`src/rtl/pipe_rr_arbiter_if.sv`:
```
// Handshake bundle between NREQ requesters, the round-robin arbiter and the
// downstream pipeline stage. The arbiter uses the slave view; the
// requester/pipeline side uses the master view.
interface pipe_rr_arbiter_if #(
  parameter int NREQ  = 4,
  parameter int WIDTH = 32,
  parameter int ID_W  = 2
);
  logic [NREQ-1:0]       req_valid;
  logic [NREQ*WIDTH-1:0] req_data;
  logic [NREQ-1:0]       req_last;
  logic [NREQ-1:0]       req_allowin;
  logic                  out_allow;
  logic                  out_valid;
  logic [WIDTH-1:0]      out_data;
  logic [ID_W-1:0]       out_id;

  modport slave (
    input  req_valid, req_data, req_last, out_allow,
    output req_allowin, out_valid, out_data, out_id
  );

  modport master (
    output req_valid, req_data, req_last, out_allow,
    input  req_allowin, out_valid, out_data, out_id
  );
endinterface

```
`src/rtl/pipe_rr_arbiter.sv`:
```
// Round-robin arbiter feeding one registered pipeline stage.
// Grants at most one requester per cycle; the winning beat and its source
// id are captured into the output register when the stage can accept.
// Optional burst lock enabled by defining ARB_LOCK_EN: a granted beat with
// req_last=0 pins arbitration to that requester until its last beat.
module pipe_rr_arbiter #(
  parameter int NREQ  = 4,
  parameter int WIDTH = 32,
  parameter int ID_W  = 2
) (
  input  logic                clk,
  input  logic                rst_n,
  pipe_rr_arbiter_if.slave    bus
);

  localparam int unsigned N = NREQ;

  logic             stage_allowin;
  logic             has_winner;
  logic             grant;
  logic [ID_W-1:0]  winner;
  logic [ID_W-1:0]  last_grant;
  logic [WIDTH-1:0] sel_data;
  logic             out_valid_q;
  logic [WIDTH-1:0] out_data_q;
  logic [ID_W-1:0]  out_id_q;

`ifdef ARB_LOCK_EN
  logic             sel_last;
  logic             locked;
  logic [ID_W-1:0]  lock_id;
`else
  logic             unused_last;
  assign unused_last = ^bus.req_last;
`endif

  assign stage_allowin = !out_valid_q || bus.out_allow;
  assign grant         = rst_n && has_winner && stage_allowin;

  // Winner selection: smallest rotated distance from last_grant+1 wins,
  // which yields the order last_grant+1, ..., last_grant.
  always_comb begin : pick
    int unsigned best_d;
    int unsigned d;
    has_winner = 1'b0;
    winner     = last_grant;
    best_d     = N;
    d          = 0;
    for (int unsigned i = 0; i < N; i++) begin
      d = (i + 2 * N - 1 - 32'(last_grant)) % N;
      if (bus.req_valid[i] && d < best_d) begin
        best_d     = d;
        winner     = ID_W'(i);
        has_winner = 1'b1;
      end
    end
`ifdef ARB_LOCK_EN
    if (locked) begin
      winner     = lock_id;
      has_winner = bus.req_valid[lock_id];
    end
`endif
  end

  // Data (and last flag) mux for the selected requester, plus one-hot grant.
  always_comb begin
    sel_data        = '0;
    bus.req_allowin = '0;
`ifdef ARB_LOCK_EN
    sel_last        = 1'b0;
`endif
    for (int unsigned i = 0; i < N; i++) begin
      if (winner == ID_W'(i)) begin
        sel_data           = bus.req_data[i*WIDTH +: WIDTH];
        bus.req_allowin[i] = grant;
`ifdef ARB_LOCK_EN
        sel_last           = bus.req_last[i];
`endif
      end
    end
  end

  // Output stage and arbitration history.
  always_ff @(posedge clk) begin
    if (!rst_n) begin
      out_valid_q <= 1'b0;
      out_data_q  <= '0;
      out_id_q    <= '0;
      last_grant  <= ID_W'(N - 1);
`ifdef ARB_LOCK_EN
      locked      <= 1'b0;
      lock_id     <= '0;
`endif
    end else if (grant) begin
      out_valid_q <= 1'b1;
      out_data_q  <= sel_data;
      out_id_q    <= winner;
      last_grant  <= winner;
`ifdef ARB_LOCK_EN
      // A beat without last (re)asserts the lock; a last beat releases it.
      locked      <= !sel_last;
      lock_id     <= winner;
`endif
    end else if (stage_allowin) begin
      out_valid_q <= 1'b0;
    end
  end

  assign bus.out_valid = out_valid_q;
  assign bus.out_data  = out_data_q;
  assign bus.out_id    = out_id_q;

endmodule

```
`src/flat_wrapper.sv`:
```
// flat-port wrapper written by rule: the top's interface ports become plain ports
module pipe_rr_arbiter_flat 
#(
  parameter int NREQ  = 4,
  parameter int WIDTH = 32,
  parameter int ID_W  = 2
)
  (clk, rst_n, bus_req_valid, bus_req_data, bus_req_last, bus_out_allow, bus_req_allowin, bus_out_valid, bus_out_data, bus_out_id);
  pipe_rr_arbiter_if #(.NREQ(NREQ), .WIDTH(WIDTH), .ID_W(ID_W)) bus_i ();
  input  logic clk;
  input  logic rst_n;
  input wire logic [$bits(bus_i.req_valid)-1:0] bus_req_valid;
  input wire logic [$bits(bus_i.req_data)-1:0] bus_req_data;
  input wire logic [$bits(bus_i.req_last)-1:0] bus_req_last;
  input wire logic [$bits(bus_i.out_allow)-1:0] bus_out_allow;
  output wire logic [$bits(bus_i.req_allowin)-1:0] bus_req_allowin;
  output wire logic [$bits(bus_i.out_valid)-1:0] bus_out_valid;
  output wire logic [$bits(bus_i.out_data)-1:0] bus_out_data;
  output wire logic [$bits(bus_i.out_id)-1:0] bus_out_id;
  assign bus_i.req_valid = bus_req_valid;
  assign bus_i.req_data = bus_req_data;
  assign bus_i.req_last = bus_req_last;
  assign bus_i.out_allow = bus_out_allow;
  assign bus_req_allowin = bus_i.req_allowin;
  assign bus_out_valid = bus_i.out_valid;
  assign bus_out_data = bus_i.out_data;
  assign bus_out_id = bus_i.out_id;
  pipe_rr_arbiter #(.NREQ(NREQ), .WIDTH(WIDTH), .ID_W(ID_W)) u_core (.clk(clk), .rst_n(rst_n), .bus(bus_i));
endmodule
```
`config.mk`:
```
export PLATFORM = sky130hd
export DESIGN_NAME = pipe_rr_arbiter_flat
export DESIGN_NICKNAME = d
export VERILOG_FILES = /design/src/rtl/pipe_rr_arbiter_if.sv /design/src/rtl/pipe_rr_arbiter.sv /design/src/flat_wrapper.sv
export SDC_FILE = /design/constraint.sdc
export NUM_CORES = 1
export LEC_CHECK = 0
export ABC_AREA = 1
export CORE_UTILIZATION = 36
export DETAILED_ROUTE_END_ITERATION = 16
export PLACE_DENSITY_LB_ADDON = 0.2
export SLEW_MARGIN = 40
export SYNTH_ARGS = -nofsm -noshare
export SYNTH_HDL_FRONTEND = slang
export SYNTH_SLANG_ARGS = --single-unit
```
`constraint.sdc`:
```
create_clock -name clk -period 4.8 [get_ports clk]
set_clock_uncertainty 0.15 [all_clocks]
set_input_delay 0.96 -clock clk [delete_from_list [all_inputs] [get_ports clk]]
set_output_delay 0.96 -clock clk [all_outputs]
set_load 0.005 [all_outputs]
```
==> results of run 1 <==
-- metal layers --
metal  up-vias  GRT usage [%]  routed length, um
met2       178           46.4               4910
met3        16           6.79               1110
met1      1663           29.6               4140
met4         0           8.36                164
li1       1777              -                  -
met5         -              0                  0
-- power by group through the flow --
stage	logic (mW)	clock network, mW	registers, mW
2_1_floorplan	0.442	0	0.384
3_3_place_gp	0.749	0	0.381
3_5_place_dp	0.759	0	0.382
4_1_cts	0.767	0.252	0.376
5_1_grt	0.845	0.266	0.381
6_report	0.771	0.246	0.376
-- critical path: stages --
cell	delay, ns
dlygate4sd2_1	0.27
nor2_1	0.15
inv_2	0.05
o211ai_1	0.11
ha_1	0.27
nand2_1	0.07
nand2_1	0.04
nand2_1	0.07
nand2_2	0.06
nand2_1	0.05
o21ai_1	0.06
ha_1	0.27
nand2_1	0.07
nand2_1	0.06
nand2_2	0.08
nand2_4	0.09
nand2_4	0.09
nand2_1	0.07
nor2_1	0.09
clkdlybuf4s50_1	0.51
-- synthesized netlist by cell type (3+ instances only) --
| library cell | n |
|---|---|
| clkbuf_1 | 14 |
| inv_1 | 36 |
| buf_2 | 9 |
| o21ai_1 | 30 |
| nand4_1 | 35 |
| buf_6 | 5 |
| dfxtp_1 | 37 |
| a21oi_2 | 16 |
| nor2_1 | 15 |
| o21ai_0 | 4 |
| a21oi_1 | 48 |
| buf_4 | 6 |
| nand3_1 | 56 |
| nand2_1 | 97 |
| inv_2 | 4 |
| nand2_2 | 3 |
-- cell type report --
cell class	instances	area [um2]
fillers	665	2610
repair buffers	196	1900
multi-input cells	314	1590
flip-flops and latches	37	741
inverters	41	154
well taps	99	124
clock buffers	7	96.3
clock inverters	1	5.00
-- cell families (layout without fill, tap and decap cells) --
group / after synthesis / in the layout
fa+ha+maj: 2 / 2
flops: 37 / 37
compound gates: 101 / 101
simple gates: 211 / 211
buf+inv: 75 / 245
-- cells in the final DEF (no fill, tap or decap) --
cell type and count:
nor3_1 2, nand2_4 2, o211ai_1 1, ha_1 2, a21oi_1 48, clkbuf_8 7, or2_1 1, clkinv_2 1
buf_4 23, nand4_1 35, dfxtp_1 37, nand2_2 3, clkinv_1 1, o21ai_1 31, clkdlybuf4s50_1 170, inv_2 4
o21ai_0 3, o21ai_2 1, o21ai_4 1, dlygate4sd2_1 3, nand3_1 56, inv_1 36, a21oi_2 16, nor2_1 15
or2_2 1, nand2_1 96
-- worst max-delay path by stage --
| stage | startpoint | to | depth (start not counted) |
|---|---|---|---|
| 2_1_floorplan | bus_req_valid[1] | bus_req_allowin[2] | 20 |
| 3_3_place_gp | bus_req_valid[0] | bus_req_allowin[2] | 19 |
| 4_1_cts | bus_req_valid[1] | bus_req_allowin[2] | 19 |
| 3_5_place_dp | bus_req_valid[0] | bus_req_allowin[0] | 18 |
| 6_report | bus_req_valid[1] | bus_req_allowin[2] | 20 |
| 5_1_grt | bus_req_valid[1] | bus_req_allowin[2] | 20 |
-- registers in the layout, summed over array words and instances, names as in the netlist --
name and cells:
u_core.bus.out_valid 1, u_core.bus.out_id 2, u_core.bus.out_data 32, u_core.last_grant 2
-- stage by stage --
step	setup WS, ns	power [mW]
after floorplan	0.772	0.827
after global placement	-0.0339	1.13
after detailed placement	-0.109	1.14
after CTS	0.199	1.40
after global routing	0.0118	1.49
final	0.183	1.39
-- what timing repair did --
| action | in CTS | in global routing |
|---|---|---|
| hold endpoints to repair | 0 | 0 |
| endpoints found under the setup margin | 4 | 2 |
| setup buffers | 2 | 1 |
| pin swaps | 1 | 1 |
| resized for setup | 4 | 1 |
==> summary.txt, run 1 <==
Pwr
  • Sw frac: 39.9%
  • Clk pwr share: 17.6%
  • Combinational Power Share: 55.4%
  • Switch Pwr: 0.556 mW
  • Peak supply drop: 169 uV
  • Sequential power share: 27.0%
  • Leakage power: 1.88 nW
  • Power Density: 302 mW/mm2
  • Internal: 0.837 mW

Synth
  • Top post-synthesis cells by area: dfxtp_1, nand2_1, nand3_1
  • Gate Count Post-Synth: 426
  • Adder-cell share of the synthesized area: 0.936%
  • Yosys top cell by area: dfxtp_1
  • Mapped cell area: 0.00267 mm2
  • Ys flop type: dfxtp_1
  • Largest family of logic cells by synthesized area: simple AND/OR/NAND/NOR gates
  • Yosys warnings: 0
  • Seq/Total Area, Yosys: 27.7%
  • Synth Area in Simple Gates: 36.4%
  • Synthesized flop and latch total: 37
  • Xor-xnor portion of the synthesized cell area: 0%
  • Mapped Nets: 567
  • Asr flop ratio synth: 0%
  • Compound-gate portion of the synthesized area: 21.8%
  • Distinct cells, synth: 25
  • Syn Area/Cell: 6.28 um2
  • Post-synth EDFFs: 0
  • Mux contribution to synthesized area: 0%
  • Synth top area share: 27.7%

Timing
  • Min Hold Slack: 0.316 ns
  • Slew @ Worst Pin: 0.474 ns
  • Max Freq: 217 MHz
  • Hold Vio Cnt, Final: 0
  • Unrepaired setup endpoints after global routing: no
  • Final period util: 96.2%
  • # setup viols final: 0
  • Min cycle time layout: 4.62 ns
  • Relative max-transition margin: 68.4%
  • Slew Viols, Final: 0
  • TNS Setup: 0 ns

GRT
  • Total grt overflow: 0
  • Initial antenna violation count: 0
  • Vias in the first global route: 3303
  • Largest net degree at the start of global routing: 44
  • First-pass GRT wire length: 15500 um
  • Global Route Usage Sum: 25.8%

Route
  • DR vias/cell: 5.23
  • DRT Pass-1 Iters: 5
  • Iteration-0 DRC Markers: 183
  • # DRC: 0
  • Vias: 3634
  • Post-DRT Antenna Nets: 0
  • Wire per inst: 14.8 um
  • Drt total wl: 10300 um

Layout
  • Post-Layout Cell Count: 695
  • Synthesis-to-layout area growth: 72.3%
  • # nets final: 736
  • Final core occ: 63.9%
  • Layout cells sized above 1: 9.90%
  • Post-route cell area: 0.00461 mm2
  • Ant. Diodes: 0

Die
  • Core ar.: 0.00721 mm2
  • Die Wd: 88.2 um
  • Die Ht: 88.2 um
  • Initial Util: 37.1%
  • I/O pins: 178
  • Die ar.: 0.00778 mm2
  • Site Rows: 31

CTS
  • Root buffer cell: clkbuf_8
  • Worst-path clk slew: 0.08 ns
  • TritonCTS clock tree: built
  • CTS Buf Count: 5
  • Hold buffer count at CTS: 0
  • H-Tree Depth: 2
  • Clock sinks: 37
  • Longest Clk Path Bufs: 2
  • Latest clock arrival within the worst-skew pair: 0.29 ns

Critical path
  • R2R depth: 24
  • Worst path required time: 3.69 ns
  • Reg2reg start: u_core.last_grant[1]
  • Worst EP arrival: 3.51 ns
  • CP max FO: 5
  • Worst setup EP type: output port
  • Reg-to-reg slack, setup: 1.53 ns
  • R2r endpoint: u_core.bus.out_data[31]
  • CP Class: input port to output port
  • Critical path launch point type: input port

Worst hold path
  • Hold Path Origin: u_core.bus.out_id[0]
  • Worst hold path class: flip-flop to flip-flop
  • WHS Path Cells: 2
  • WHS Endpoint: u_core.bus.out_id[0]

Place
  • Placed cell count: 684
  • RD Place Congestion: 0.879
  • Placed inst area: 0.00448 mm2
  • HPWL Detailed: 7110 um
  • Port bufs: 173

Run
  • Max Cap Viol: 0

Outcome
  • Status: finished clean
No activity file was read; power rests on OpenSTA's default activity.
==> run 2, diff against run 1 <==
--- a/config.mk
+++ b/config.mk
@@ -8,7 +8,7 @@
 export ABC_AREA = 1
 export CORE_UTILIZATION = 36
 export DETAILED_ROUTE_END_ITERATION = 16
-export PLACE_DENSITY_LB_ADDON = 0.2
+export PLACE_DENSITY = 0.88
 export SLEW_MARGIN = 40
 export SYNTH_ARGS = -nofsm -noshare
 export SYNTH_HDL_FRONTEND = slang
==> summary.txt, run 2 (same netlist as run 1, synthesis figures left out) <==
Pwr
  • Peak supply drop: 163 uV (was 169 uV)
  • Power Density: 309 mW/mm2 (was 302 mW/mm2)
  • Leakage power: 1.89 nW (was 1.88 nW)
  • Total power: 1.43 mW (was 1.39 mW)

Timing
  • Relative max-transition margin: 69.4% (was 68.4%)
  • Slew @ Worst Pin: 0.459 ns (was 0.474 ns)
  • # setup viols final: 0 (unchanged)
  • Max Freq: 215 MHz (was 217 MHz)
  • Final period util: 96.9% (was 96.2%)
  • Min Hold Slack: 0.313 ns (was 0.316 ns)
  • Slew Viols, Final: 0 (unchanged)
  • Min cycle time layout: 4.65 ns (was 4.62 ns)
  • Min setup slack post-route: 0.150 ns (was 0.183 ns)
  • Hold Vio Cnt, Final: 0 (unchanged)

Layout
  • Max reg flops: 32 (unchanged)
  • # nets final: 734 (was 736)
  • Ant. Diodes: 0 (unchanged)
  • Most common cell after layout, fill and taps aside: clkdlybuf4s50_1 (unchanged)
  • Final core occ: 63.9% (about the same)
  • Post-route cell area: 0.00461 mm2 (about the same)
  • Most frequent cells in the layout: clkdlybuf4s50_1, nand2_1, nand3_1 (unchanged)
  • FILL cells: 625 (was 665)
  • Synthesis-to-layout area growth: 72.5% (was 72.3%)
  • Layout cells sized above 1: 9.43% (was 9.90%)

GRT
  • Initial antenna violation count: 0 (unchanged)
  • First-pass GRT wire length: 15300 um (was 15500 um)
  • Largest net degree at the start of global routing: 39 (was 44)
  • Total grt overflow: 0 (unchanged)
  • Global Route Usage Sum: 25.4% (was 25.8%)
  • Vias in the first global route: 3518 (was 3303)

Place
  • HPWL Detailed: 7390 um (was 7110 um)
  • RD Place Congestion: 0.809 (was 0.879)
  • Place WS: -0.163 ns (was -0.109 ns)
  • Port bufs: 173 (unchanged)
  • Placed inst area: 0.00448 mm2 (about the same)

Critical path
  • Critical Path Max Stage Delay: 0.52 ns (was 0.51 ns)
  • Critical path launch point type: input port (unchanged)
  • CP Class: input port to output port (unchanged)
  • Most used cell, CP: nand2_1 (unchanged)
  • CP max FO: 5 (unchanged)
  • CP bufs+invs: 3 (unchanged)
  • Critical path, cell by cell: clkdlybuf4s15_1 > inv_1 > o211ai_1 > ha_1 > nand2_1 > nand2_1 > nand2_1 > nand2_2 > nand2_1 > o21ai_0 > ha_1 > nand2_1 > nand2_1 > nand2_2 > nand2_4 > nand2_4 > nor3_1 > clkdlybuf4s50_1 (was dlygate4sd2_1 > nor2_1 > inv_2 > o211ai_1 > ha_1 > nand2_1 > nand2_1 > nand2_1 > nand2_2 > nand2_1 > o21ai_1 > ha_1 > nand2_1 > nand2_1 > nand2_2 > nand2_4 > nand2_4 > nand2_1 > nor2_1 > clkdlybuf4s50_1)
  • Reg2reg start: u_core.last_grant[1] (unchanged)
  • CP max-delay cell: clkdlybuf4s50_1 (unchanged)
  • Start point of the critical path: bus_req_valid[0] (was bus_req_valid[1])
  • Top delay family on crit path: buffers and inverters (was simple AND/OR/NAND/NOR gates)
  • Worst path required time: 3.69 ns (about the same)
  • Reg-to-reg slack, setup: 1.37 ns (was 1.53 ns)
  • Worst setup EP type: output port (unchanged)
  • Worst EP arrival: 3.54 ns (was 3.51 ns)

Die
  • Core ar.: 0.00721 mm2 (unchanged)
  • I/O pins: 178 (unchanged)
  • Die ar.: 0.00778 mm2 (unchanged)
  • Initial Util: 37.1% (unchanged)
  • Site Rows: 31 (unchanged)
  • Die Wd: 88.2 um (unchanged)
  • Die Ht: 88.2 um (unchanged)

CTS
  • H-Tree Depth: 2 (unchanged)
  • CTS Buf Count: 5 (unchanged)
  • Clock sinks: 37 (unchanged)
  • Latest clock arrival within the worst-skew pair: 0.28 ns (was 0.29 ns)
  • Hold buffer count at CTS: 0 (unchanged)
  • Worst-path clk slew: 0.07 ns (was 0.08 ns)
  • Root buffer cell: clkbuf_8 (unchanged)
  • Longest Clk Path Bufs: 2 (unchanged)
  • TritonCTS clock tree: built (unchanged)

Run
  • Max Cap Viol: 0 (unchanged)

Route
  • # DRC: 0 (unchanged)
  • Post-DRT Antenna Nets: 0 (unchanged)
  • Iteration-0 DRC Markers: 196 (was 183)
  • Drt total wl: 10300 um (about the same)
  • DRT Pass-1 Iters: 5 (unchanged)
  • DR vias/cell: 5.31 (was 5.23)
  • Wire per inst: 14.9 um (was 14.8 um)
  • Vias: 3677 (was 3634)

Worst hold path
  • Worst hold path class: flip-flop to flip-flop (unchanged)
  • Hold Path Origin: u_core.bus.out_data[10] (was u_core.bus.out_id[0])

Outcome
  • Status: finished clean (unchanged)
## run 2: cell types whose count changed in the layout (fill, tap and decap cells not counted)
cell             change
clkbuf_8             -1
clkinv_2             -1
dlygate4sd2_1        -2
buf_4                -2
clkbuf_1             +1
o21ai_0              +1
clkdlybuf4s15_1      +1
dlymetal6s2s_1       +1
bufinv_16            +1
o21ai_1              -1
## run 2: final timing paths
path                                   to  cells after the start
hold / removal    u_core.bus.out_data[10]                      2
setup reg to reg  u_core.bus.out_data[31]                     24
hold reg to reg   u_core.bus.out_data[10]                      2
setup / recovery       bus_req_allowin[1]                     18
## run 2: metrics by stage
stage	instances	TNS, ns
after CTS	692	0
after detailed placement	683	-0.483
after global routing	693	-0.00117
after global placement	683	-0.00598
final	693	0
after floorplan	426	0
## run 2: layout make-up
cell class	count	area, um2	area share [%]
tap	99	124	2.69
timing repair buffer	194	1890	41.0
clock inverter	1	30.0	0.651
multi-input combinational	314	1590	34.4
clock buffer	7	86.3	1.87
inverter	41	154	3.34
sequential	37	741	16.1
## run 2: power by group
part / internal, mW / switching (mW)
Clock: 0.170 / 0.110
Sequential: 0.351 / 0.0256
Combinational: 0.350 / 0.421
## run 2: tightest hold or removal path: stages, from the launching register on
cell,delay (ns)
dfxtp_1,0.31
nand2_1,0.06
a21oi_1,0.05
## run 2: per-layer routing
layer | wire length (um) | GRT usage (%) | part of all wire [%] | vias up
met3 | 1070 | 6.31 | 10 | 18
met2 | 5110 | 48.5 | 50 | 197
met5 | 0 | 0 | 0 | -
met4 | 141 | 9.53 | 1.4 | 0
li1 | - | - | - | 1783
met1 | 4000 | 26.4 | 39 | 1679
## run 2: what timing repair did
item,CTS,global route
gates cloned,0,0
pin swaps,1,3
buffers inserted,1,1
setup endpoints to repair,4,4
resized for setup,2,3
